## config.mk

```make
export PLATFORM = sky130hd
export DESIGN_NAME = vedic_mul_pipe_flat
export DESIGN_NICKNAME = d
export VERILOG_FILES = /design/src/rtl/vedic_mul_pipe_if.sv /design/src/rtl/vedic_mul_pipe.sv /design/src/flat_wrapper.sv
export SDC_FILE = /design/constraint.sdc
export NUM_CORES = 1
export LEC_CHECK = 0
export BUFFER_PORTS_ARGS = -buffer_cell sky130_fd_sc_hd__buf_2
export CORE_ASPECT_RATIO = 1.4
export CORE_MARGIN = 3
export CORE_UTILIZATION = 50
export DETAILED_ROUTE_END_ITERATION = 8
export PLACE_DENSITY_LB_ADDON = 0.25
export SLEW_MARGIN = 20
export SYNTH_ARGS = -nofsm -noshare
export SYNTH_HDL_FRONTEND = slang
export SYNTH_SLANG_ARGS = --single-unit
```

## constraint.sdc

```tcl
create_clock -name clk -period 7.9 [get_ports clk]
set_input_delay 0.395 -clock clk [delete_from_list [all_inputs] [get_ports clk]]
set_output_delay 0.395 -clock clk [all_outputs]
set_load 0.03 [all_outputs]
```

## src/rtl/vedic_mul_pipe_if.sv

```systemverilog
// Operand/result handshake bundle for vedic_mul_pipe.
// VEDIC_MUL_ACC_EN adds the in_acc/in_clr accumulate controls.
interface vedic_mul_pipe_if #(
   parameter int WIDTH = 8,
   parameter int TAG_W = 4
);
   logic               in_valid;
   logic               in_ready;
   logic [WIDTH-1:0]   in_a;
   logic [WIDTH-1:0]   in_b;
   logic               in_signed;
   logic [TAG_W-1:0]   in_tag;
`ifdef VEDIC_MUL_ACC_EN
   logic               in_acc;
   logic               in_clr;
`endif
   logic               out_valid;
   logic               out_ready;
   logic [2*WIDTH-1:0] out_p;
   logic [TAG_W-1:0]   out_tag;

   modport master (
      output in_valid, in_a, in_b, in_signed, in_tag,
`ifdef VEDIC_MUL_ACC_EN
      output in_acc, in_clr,
`endif
      output out_ready,
      input  in_ready, out_valid, out_p, out_tag
   );

   modport slave (
      input  in_valid, in_a, in_b, in_signed, in_tag,
`ifdef VEDIC_MUL_ACC_EN
      input  in_acc, in_clr,
`endif
      input  out_ready,
      output in_ready, out_valid, out_p, out_tag
   );
endinterface

```

## src/rtl/vedic_mul_pipe.sv

```systemverilog
// Two-stage pipelined Urdhva-split multiplier with signed/unsigned mode and valid/ready on both sides.
// Define VEDIC_MUL_ACC_EN to add a (2*WIDTH+8)-bit wrapping accumulator in stage 2.

// Recursive unsigned WxW Vedic core; splits down to 2x2 leaves.
module vedic_mul_core #(
   parameter int W = 2
) (
   input  logic [W-1:0]   a,
   input  logic [W-1:0]   b,
   output logic [2*W-1:0] p
);
   if (W == 2) begin : g_leaf
      logic t, u, v, c1;
      assign t    = a[1] & b[0];
      assign u    = a[0] & b[1];
      assign v    = a[1] & b[1];
      assign c1   = t & u;
      assign p[0] = a[0] & b[0];
      assign p[1] = t ^ u;
      assign p[2] = v ^ c1;
      assign p[3] = v & c1;
   end else begin : g_split
      localparam int H = W / 2;
      logic [W-1:0] hh, hl, lh, ll;
      vedic_mul_core #(.W(H)) u_hh (.a(a[W-1:H]), .b(b[W-1:H]), .p(hh));
      vedic_mul_core #(.W(H)) u_hl (.a(a[W-1:H]), .b(b[H-1:0]), .p(hl));
      vedic_mul_core #(.W(H)) u_lh (.a(a[H-1:0]), .b(b[W-1:H]), .p(lh));
      vedic_mul_core #(.W(H)) u_ll (.a(a[H-1:0]), .b(b[H-1:0]), .p(ll));
      assign p = ((2*W)'(hh) << W) + (((2*W)'(hl) + (2*W)'(lh)) << H) + (2*W)'(ll);
   end
endmodule

module vedic_mul_pipe #(
   parameter int WIDTH = 8,
   parameter int TAG_W = 4
) (
   input logic             clk,
   input logic             rst,
   vedic_mul_pipe_if.slave bus
);
   localparam int H = WIDTH / 2;
   localparam int P = 2 * WIDTH;

   logic             s1_valid;
   logic             s1_adv;
   logic             s2_adv;
   logic [WIDTH-1:0] a_mag, b_mag;
   logic             neg_in;
   logic [WIDTH-1:0] hh, hl, lh, ll;

   logic [WIDTH-1:0] s1_hh, s1_hl, s1_lh, s1_ll;
   logic             s1_neg;
   logic [TAG_W-1:0] s1_tag;
   logic [P-1:0]     sum, prod;

`ifdef VEDIC_MUL_ACC_EN
   localparam int AW = P + 8;
   logic          s1_acc, s1_clr, s1_sgn;
   logic [AW-1:0] acc, acc_next;
`endif

   assign s2_adv       = !bus.out_valid || bus.out_ready;
   assign s1_adv       = !s1_valid || s2_adv;
   assign bus.in_ready = s1_adv;

   // The most negative operand maps to 2^(WIDTH-1), which still fits unsigned.
   always_comb begin
      // NOTE: every always_comb output gets a default first so no path can infer a latch.
      a_mag  = bus.in_a;
      b_mag  = bus.in_b;
      neg_in = 1'b0;
      if (bus.in_signed) begin
         if (bus.in_a[WIDTH-1]) a_mag = ~bus.in_a + WIDTH'(1);
         if (bus.in_b[WIDTH-1]) b_mag = ~bus.in_b + WIDTH'(1);
         neg_in = bus.in_a[WIDTH-1] ^ bus.in_b[WIDTH-1];
      end
   end

   vedic_mul_core #(.W(H)) u_hh (.a(a_mag[WIDTH-1:H]), .b(b_mag[WIDTH-1:H]), .p(hh));
   vedic_mul_core #(.W(H)) u_hl (.a(a_mag[WIDTH-1:H]), .b(b_mag[H-1:0]),     .p(hl));
   vedic_mul_core #(.W(H)) u_lh (.a(a_mag[H-1:0]),     .b(b_mag[WIDTH-1:H]), .p(lh));
   vedic_mul_core #(.W(H)) u_ll (.a(a_mag[H-1:0]),     .b(b_mag[H-1:0]),     .p(ll));

   always_ff @(posedge clk) begin
      // NOTE: state is updated with <= so every register samples pre-edge values regardless of block order.
      if (rst) begin
         s1_valid <= 1'b0;
      end else if (s1_adv) begin
         s1_valid <= bus.in_valid;
         // NOTE: datapath registers carry no reset; s1_valid alone qualifies them.
         if (bus.in_valid) begin
            s1_hh  <= hh;
            s1_hl  <= hl;
            s1_lh  <= lh;
            s1_ll  <= ll;
            s1_neg <= neg_in;
            s1_tag <= bus.in_tag;
`ifdef VEDIC_MUL_ACC_EN
            s1_acc <= bus.in_acc;
            s1_clr <= bus.in_clr;
            s1_sgn <= bus.in_signed;
`endif
         end
      end
   end

   always_comb begin
      sum  = (P'(s1_hh) << WIDTH) + ((P'(s1_hl) + P'(s1_lh)) << H) + P'(s1_ll);
      prod = s1_neg ? (~sum + P'(1)) : sum;
`ifdef VEDIC_MUL_ACC_EN
      acc_next = (s1_clr ? '0 : acc) + {{8{s1_sgn & prod[P-1]}}, prod};
`endif
   end

   always_ff @(posedge clk) begin
      if (rst) begin
         bus.out_valid <= 1'b0;
         bus.out_p     <= '0;
         bus.out_tag   <= '0;
`ifdef VEDIC_MUL_ACC_EN
         acc           <= '0;
`endif
      end else if (s2_adv) begin
         bus.out_valid <= s1_valid;
         if (s1_valid) begin
            bus.out_tag <= s1_tag;
`ifdef VEDIC_MUL_ACC_EN
            if (s1_acc) begin
               acc       <= acc_next;
               bus.out_p <= acc_next[P-1:0];
            end else begin
               bus.out_p <= prod;
            end
`else
            bus.out_p <= prod;
`endif
         end
      end
   end
endmodule

```

## src/flat_wrapper.sv

```systemverilog
// flat-port wrapper written by rule: the top's interface ports become plain ports
module vedic_mul_pipe_flat 
#(
   parameter int WIDTH = 8,
   parameter int TAG_W = 4
)
  (clk, rst, bus_in_valid, bus_in_a, bus_in_b, bus_in_signed, bus_in_tag, bus_out_ready, bus_in_ready, bus_out_valid, bus_out_p, bus_out_tag);
  vedic_mul_pipe_if #(.WIDTH(WIDTH), .TAG_W(TAG_W)) bus_i ();
  input logic clk;
  input logic rst;
  input wire logic [$bits(bus_i.in_valid)-1:0] bus_in_valid;
  input wire logic [$bits(bus_i.in_a)-1:0] bus_in_a;
  input wire logic [$bits(bus_i.in_b)-1:0] bus_in_b;
  input wire logic [$bits(bus_i.in_signed)-1:0] bus_in_signed;
  input wire logic [$bits(bus_i.in_tag)-1:0] bus_in_tag;
  input wire logic [$bits(bus_i.out_ready)-1:0] bus_out_ready;
  output wire logic [$bits(bus_i.in_ready)-1:0] bus_in_ready;
  output wire logic [$bits(bus_i.out_valid)-1:0] bus_out_valid;
  output wire logic [$bits(bus_i.out_p)-1:0] bus_out_p;
  output wire logic [$bits(bus_i.out_tag)-1:0] bus_out_tag;
  assign bus_i.in_valid = bus_in_valid;
  assign bus_i.in_a = bus_in_a;
  assign bus_i.in_b = bus_in_b;
  assign bus_i.in_signed = bus_in_signed;
  assign bus_i.in_tag = bus_in_tag;
  assign bus_i.out_ready = bus_out_ready;
  assign bus_in_ready = bus_i.in_ready;
  assign bus_out_valid = bus_i.out_valid;
  assign bus_out_p = bus_i.out_p;
  assign bus_out_tag = bus_i.out_tag;
  vedic_mul_pipe #(.WIDTH(WIDTH), .TAG_W(TAG_W)) u_core (.clk(clk), .rst(rst), .bus(bus_i));
endmodule
```

### After elaboration in Yosys (flattened, before gate mapping)

Index checks and enable logic that the tools add are counted.
Widths: inputs -> output; s select.

| word-level totals | value |
|---|---|
| bits in registers | 59 |
| input port bits | 25 |
| output and inout port bits | 22 |
| logic and storage cells | 172 |

| operators by class | value |
|---|---|
| $add $sub $neg | 18 |
| multiplexer cells | 5 |
| bitwise operators | 133 |
| reduce and logical (&&, ||, !) cells | 6 |

Operators by type and width:

| kind | number |
|---|---|
| $and 1x1->1 | 96 |
| $xor 1x1->1 | 33 |
| $add 8x4->8 | 4 |
| $add 8x7->8 | 4 |
| $mux 8 | 4 |
| $add 4x4->5 | 4 |
| $add 16x1->16 const B | 1 |
| $add 16x16->16 | 1 |
| $add 16x8->16 | 1 |
| $add 8x1->8 const B | 2 |
| $mux 16 | 1 |
| $not 16->16 | 1 |
| $not 8->8 | 2 |
| $add 8x8->9 | 1 |
| $reduce_and 3->1 | 1 |
| $logic_not 1->1 | 2 |
| $logic_or 1x1->1 | 2 |
| $reduce_and 2->1 | 1 |
| $not 1->1 | 1 |

### Depth between registers and ports, before layout

| depth | value |
|---|---|
| depth in word-level cells | 10 |
| gate-level depth with buffers | 20 |
| depth with buffers taken out | 20 |

### Cells and area by module

From an unflattened synthesis, not the netlist that was laid out.

| unflattened totals | value |
|---|---|
| cell total of the unflattened synthesis | 584 |
| area total of the unflattened synthesis | 5507.8 um^2 |

Modules (own cells, without submodules):

| module | times used | cells an instance | area each (um^2) | sequential area each (um^2) |
|---|---|---|---|---|
| vedic_mul_pipe | 1 | 352 | 3460.8 | 1551.5 |
| vedic_mul_core (u_core.u_hh ...) | 4 | 34 | 311.5 | 0.0 |
| vedic_mul_core (u_core.u_hh.g_split.u_hh ...) | 16 | 6 | 50.0 | 0.0 |

### Worst setup path before layout

OpenSTA, ideal clock, no wires.

| path | value |
|---|---|
| path type | in2reg |
| start | in bus_in_a[0] |
| end | reg u_core.s1_hl[7], data pin |
| setup time | 0.258 ns |
| data arrival time | 3.475 ns |
| required time | 7.642 ns |
| slack | 4.168 ns |
| stages | 13 |
| buffers on the path | 0 |
| cells stage by stage | or3_1 or3_1 nand3_1 xor2_1 nor2_1 ha_1 fa_1 ha_1 a21o_1 a21oi_1 o21bai_1 a21oi_1 xnor2_1 |

| on the way | value |
|---|---|
| word-level cells in the longest chain between the ends | 10 |
| elaborated cells on any way between the ends | 39 |
| those cells by class | 4 x add/sub; 2 x mux; 33 x bitwise |

Ends and longest elaborated chain:

| what | line | source |
|---|---|---|
| start, declared | flat_wrapper.sv:12 | `input wire logic [$bits(bus_i.in_a)-1:0] bus_in_a;` |
| $not 8->8 (*) | vedic_mul_pipe.sv:73 | `if (bus.in_a[WIDTH-1]) a_mag = ~bus.in_a + WIDTH'(1);` |
| $add 8x1->8 (*) | vedic_mul_pipe.sv:73 |  |
| $mux 8 (*) | vedic_mul_pipe.sv:73 |  |
| $mux 8 (*) | vedic_mul_pipe.sv:72 | `if (bus.in_signed) begin` |
| $and 1x1->1, on equally long branches | vedic_mul_pipe.sv:14, vedic_mul_pipe.sv:15 |  |
| $and 1x1->1 | vedic_mul_pipe.sv:17 | `assign c1 = t & u;` |
| $xor 1x1->1 / $and 1x1->1 (equally long branches) | vedic_mul_pipe.sv:20, vedic_mul_pipe.sv:21 |  |
| $add 4x4->5 | vedic_mul_pipe.sv:29 | `assign p = ((2*W)'(hh) << W) + (((2*W)'(hl) + (2*W)'(lh)) << H) + (2*W)'(ll);` |
| $add 8x7->8 | vedic_mul_pipe.sv:29 |  |
| $add 8x4->8 (*) | vedic_mul_pipe.sv:29 |  |
| via u_core.hl[7] | vedic_mul_pipe.sv:49 | `logic [WIDTH-1:0] hh, hl, lh, ll;` |
| end signal, assigned | vedic_mul_pipe.sv:93 | `s1_hl <= hl;` |
| end, declared | vedic_mul_pipe.sv:51 | `logic [WIDTH-1:0] s1_hh, s1_hl, s1_lh, s1_ll;` |

The timed path passes the listed nets; every way through them passes the cells marked *.
A chain may end at the register's enable or synchronous reset.

### Final worst setup path

| path | value |
|---|---|
| start | reg u_core.s1_lh[0] |
| end | reg u_core.bus.out_p[13] |

| on the way | value |
|---|---|
| word-level cells in the longest chain between the ends | 6 |

Ends and longest elaborated chain:

| what | line | source |
|---|---|---|
| start, declared | vedic_mul_pipe.sv:51 |  |
| start signal, assigned | vedic_mul_pipe.sv:94 | `s1_lh <= lh;` |
| $add 8x8->9 (*) | vedic_mul_pipe.sv:108 | `sum = (P'(s1_hh) << WIDTH) + ((P'(s1_hl) + P'(s1_lh)) << H) + P'(s1_ll);` |
| $add 16x16->16 (*) | vedic_mul_pipe.sv:108 |  |
| $add 16x8->16 (*) | vedic_mul_pipe.sv:108 |  |
| $not 16->16 | vedic_mul_pipe.sv:109 | `prod = s1_neg ? (~sum + P'(1)) : sum;` |
| $add 16x1->16 | vedic_mul_pipe.sv:109 |  |
| $mux 16 (*) | vedic_mul_pipe.sv:109 |  |
| end signal, assigned | vedic_mul_pipe.sv:135 | `bus.out_p <= prod;` |
| end, declared | vedic_mul_pipe_if.sv:37 | `output in_ready, out_valid, out_p, out_tag` |

Every way passes the cells marked *; elsewhere a longest branch is shown, timed or not.

==> run metrics <==
Die Height=124 um; first-pass GRT wire length=16500 um; GR Overflow Total=0; Synth Cell Area=5010 um2; post_cts resized=0; Starting Density=0.521; Post-Syn Area per Cell=9.39 um2; Placed Cells=707; H-tree Lvls=3; crit start category=flop; total number of vias=3831; final core occ=0.588; Bufs on Longest Clock Path=2; Clock transition at path regs=0.05 ns; slew margin rel.=0.434; Synth Warn #=0; CP arrival=4.17 ns; Top Family by Delay on Critical Path=compound AO/OA/AOI/OAI gates; Num Clock Sinks=59; Fmax=0.255 GHz; multi-input logic area=3360 um2; clock root cell=clkbuf_16; initial antenna violation count=0; Std-Cell Rows=42; Critical Path Slowest Stage Cell=fa_1; synth top area cells=ha_1 22%, edfxtp_1 22%, dfxtp_1 8.8%; Pwr per Cell Area=228 nW/um2; Max stage delay on crit path=0.40 ns; register bit total from synthesis=59; Layout area overhead=12.8%; Max FO, Critical Path=5; WP data required=8.15 ns; drt via density=5.30; dominant cell type by area after synthesis=ha_1; Max Cap Viol=0; number of global-route vias before repair=3825; post-route insts no fill=723; drt wl/cell=13.2 um; max-slew violations=0; post-route setup TNS=0 ns; ANT cells=0; Overall Power=1.29 mW; worst hold stages=1; nature of the critical path endpoint=flop; unique cell type count in the Yosys netlist=44; status=finished, final reports clean; Total GRT Usage=0.177; Setup Skew=0.00459 ns; CTS tree=yes; port bufs=46; Crit path buffers/inverters=2; Ports=47; Final Cell Area=5660 um2; VDD IR max=0.0964 mV; fill count=874; FF-to-FF path depth=18; Final period util=0.497; DR iter-0 viols=113; syn nets=659; largest net degree at the start of global routing=38; RSZ-0062 raised after global routing=no; first-pass detailed-route iteration total=4; final antenna-violating net count=0; crit path time final=3.93 ns; Register Area=1550 um2; cell count after synthesis=534; critical-path cell list=ha_1 > inv_1 > fa_1 > inv_1 > a21oi_1 > o21ai_0 > a21oi_1 > nor2b_1 > nor2_1 > xnor2_1 > ha_1 > or3_1 > o32ai_2 > xor2_1 > nand4_1 > o21ai_2 > xnor3_1 > a211oi_2; total CTS buffers=9; hold_buf cts=0; Final GP Congestion=0.892; Die W=90.6 um; post-synth top area share=0.225; critical path depth=18; HP Class=input pin to flop; number of setup violations in the final report=0; Routed WL=9520 um; Pleak=2.77 nW; drt drc=0; clock latency on the worst-skew pair=0.32 ns; HPWL after DPL=7890 um; Placed Area=5400 um2; critical path class=flop to flop; Core ar.=9620 um2; Nets=711; Tightest Pin Transition=0.843 ns; post-CTS setup buffer count=0; Final Hold Vio Count=0; die area=11300 um2; post-synthesis sequential area ratio=0.309; share of cells above drive strength 1=0.113
==> power breakdown <==
| group | switching [mW] | internal (mW) |
|---|---|---|
| Sequential | 0.0150 | 0.373 |
| Combinational | 0.339 | 0.237 |
| Clock | 0.119 | 0.208 |
==> area by class of cell <==
type | count | share of cell area
repair buffers | 47 | 0.0420
inverters | 22 | 0.0146
clock buffers | 12 | 0.0418
flip-flops and latches | 59 | 0.274
clock inverters | 4 | 0.00310
well taps | 132 | 0.0292
multi-input cells | 447 | 0.595
==> stage by stage <==
step           setup slack [ns]  hold WS, ns
2_1_floorplan              4.17        0.471
3_3_place_gp               3.81        0.436
3_5_place_dp               3.68        0.441
4_1_cts                    3.94        0.235
5_1_grt                    3.68        0.240
6_report                   3.97        0.248
==> logic make-up (layout without fill, tap and decap cells) <==
kind of cell / count (synthesis) / count (layout) / share of synthesized area
AO/OA/AOI/OAI: 109 / 109 / 0.141
flip-flops: 59 / 59 / 0.309
adder cells (fa/ha/maj): 100 / 100 / 0.265
buffers and inverters: 28 / 85 / 0.0210
multiplexers: 3 / 3 / 0.00599
AND/OR/NAND/NOR: 172 / 172 / 0.146
XOR/XNOR: 63 / 63 / 0.113
==> synth_stat cells (all sizes together) <==
cell / number
nor2: 106
ha: 90
a21oi: 38
xnor2: 38
edfxtp: 37
nand2: 31
xor2: 24
dfxtp: 22
a21o: 20
inv: 20
o21ai: 20
a211oi: 14
fa: 10
nor3: 7
clkbuf: 6
nand3: 6
nor2b: 5
o31ai: 5
nand2b: 4
o21bai: 4
mux2i: 3
nand4: 3
or3: 3
clkinv: 2
a2bb2oi: 1
a31o: 1
a31oi: 1
and2: 1
and3: 1
and3b: 1
and4: 1
nand3b: 1
nor3b: 1
nor4: 1
o211ai: 1
o22ai: 1
o2bb2ai: 1
o32ai: 1
o41ai: 1
xnor3: 1
==> placed cells by master, fill, tap and decap left out, types with 2 or more instances in the layout <==
master,n
ha_1,90
xor2_1,24
or3_1,3
o21ai_0,18
buf_2,46
inv_1,20
a211oi_2,2
nor2b_1,4
nor3_1,6
clkbuf_1,3
a21oi_1,38
clkinv_1,4
a211oi_1,12
xnor2_1,38
edfxtp_1,37
nor2_1,106
o31ai_1,5
o21bai_1,4
nand3_1,6
mux2i_1,3
a21o_1,20
dfxtp_1,22
nand4_1,3
nand2_1,31
nand2b_1,4
clkbuf_16,9
clkinv_2,2
fa_1,10
==> registers in the layout, summed over array words and instances, names as in the netlist, 4 cells and up <==
signal,cells
u_core.s1_hh,8
u_core.s1_tag,4
u_core.s1_lh,8
u_core.s1_hl,8
u_core.bus.out_tag,4
u_core.s1_ll,8
u_core.bus.out_p,16
==> metal layers <==
metal | part of all wire | vias up | GRT usage
met1 | 0.42 | 1740 | 0.191
li1 | - | 1994 | -
met4 | 0.025 | 0 | 0.0812
met2 | 0.52 | 77 | 0.329
met5 | 0 | - | 0
met3 | 0.034 | 20 | 0.0320
==> worst paths after layout <==
kind / from / endpoint / slack, ns
worst max-delay path: u_core.s1_lh[0] / u_core.bus.out_p[13] / 3.97
worst min-delay path: bus_in_tag[0] / u_core.s1_tag[0] / 0.25
worst max register to register: u_core.s1_lh[0] / u_core.bus.out_p[13] / 3.97
worst min register to register: u_core.bus.out_p[15] / u_core.bus.out_p[15] / 0.44
No activity file was read; power rests on OpenSTA's default activity.
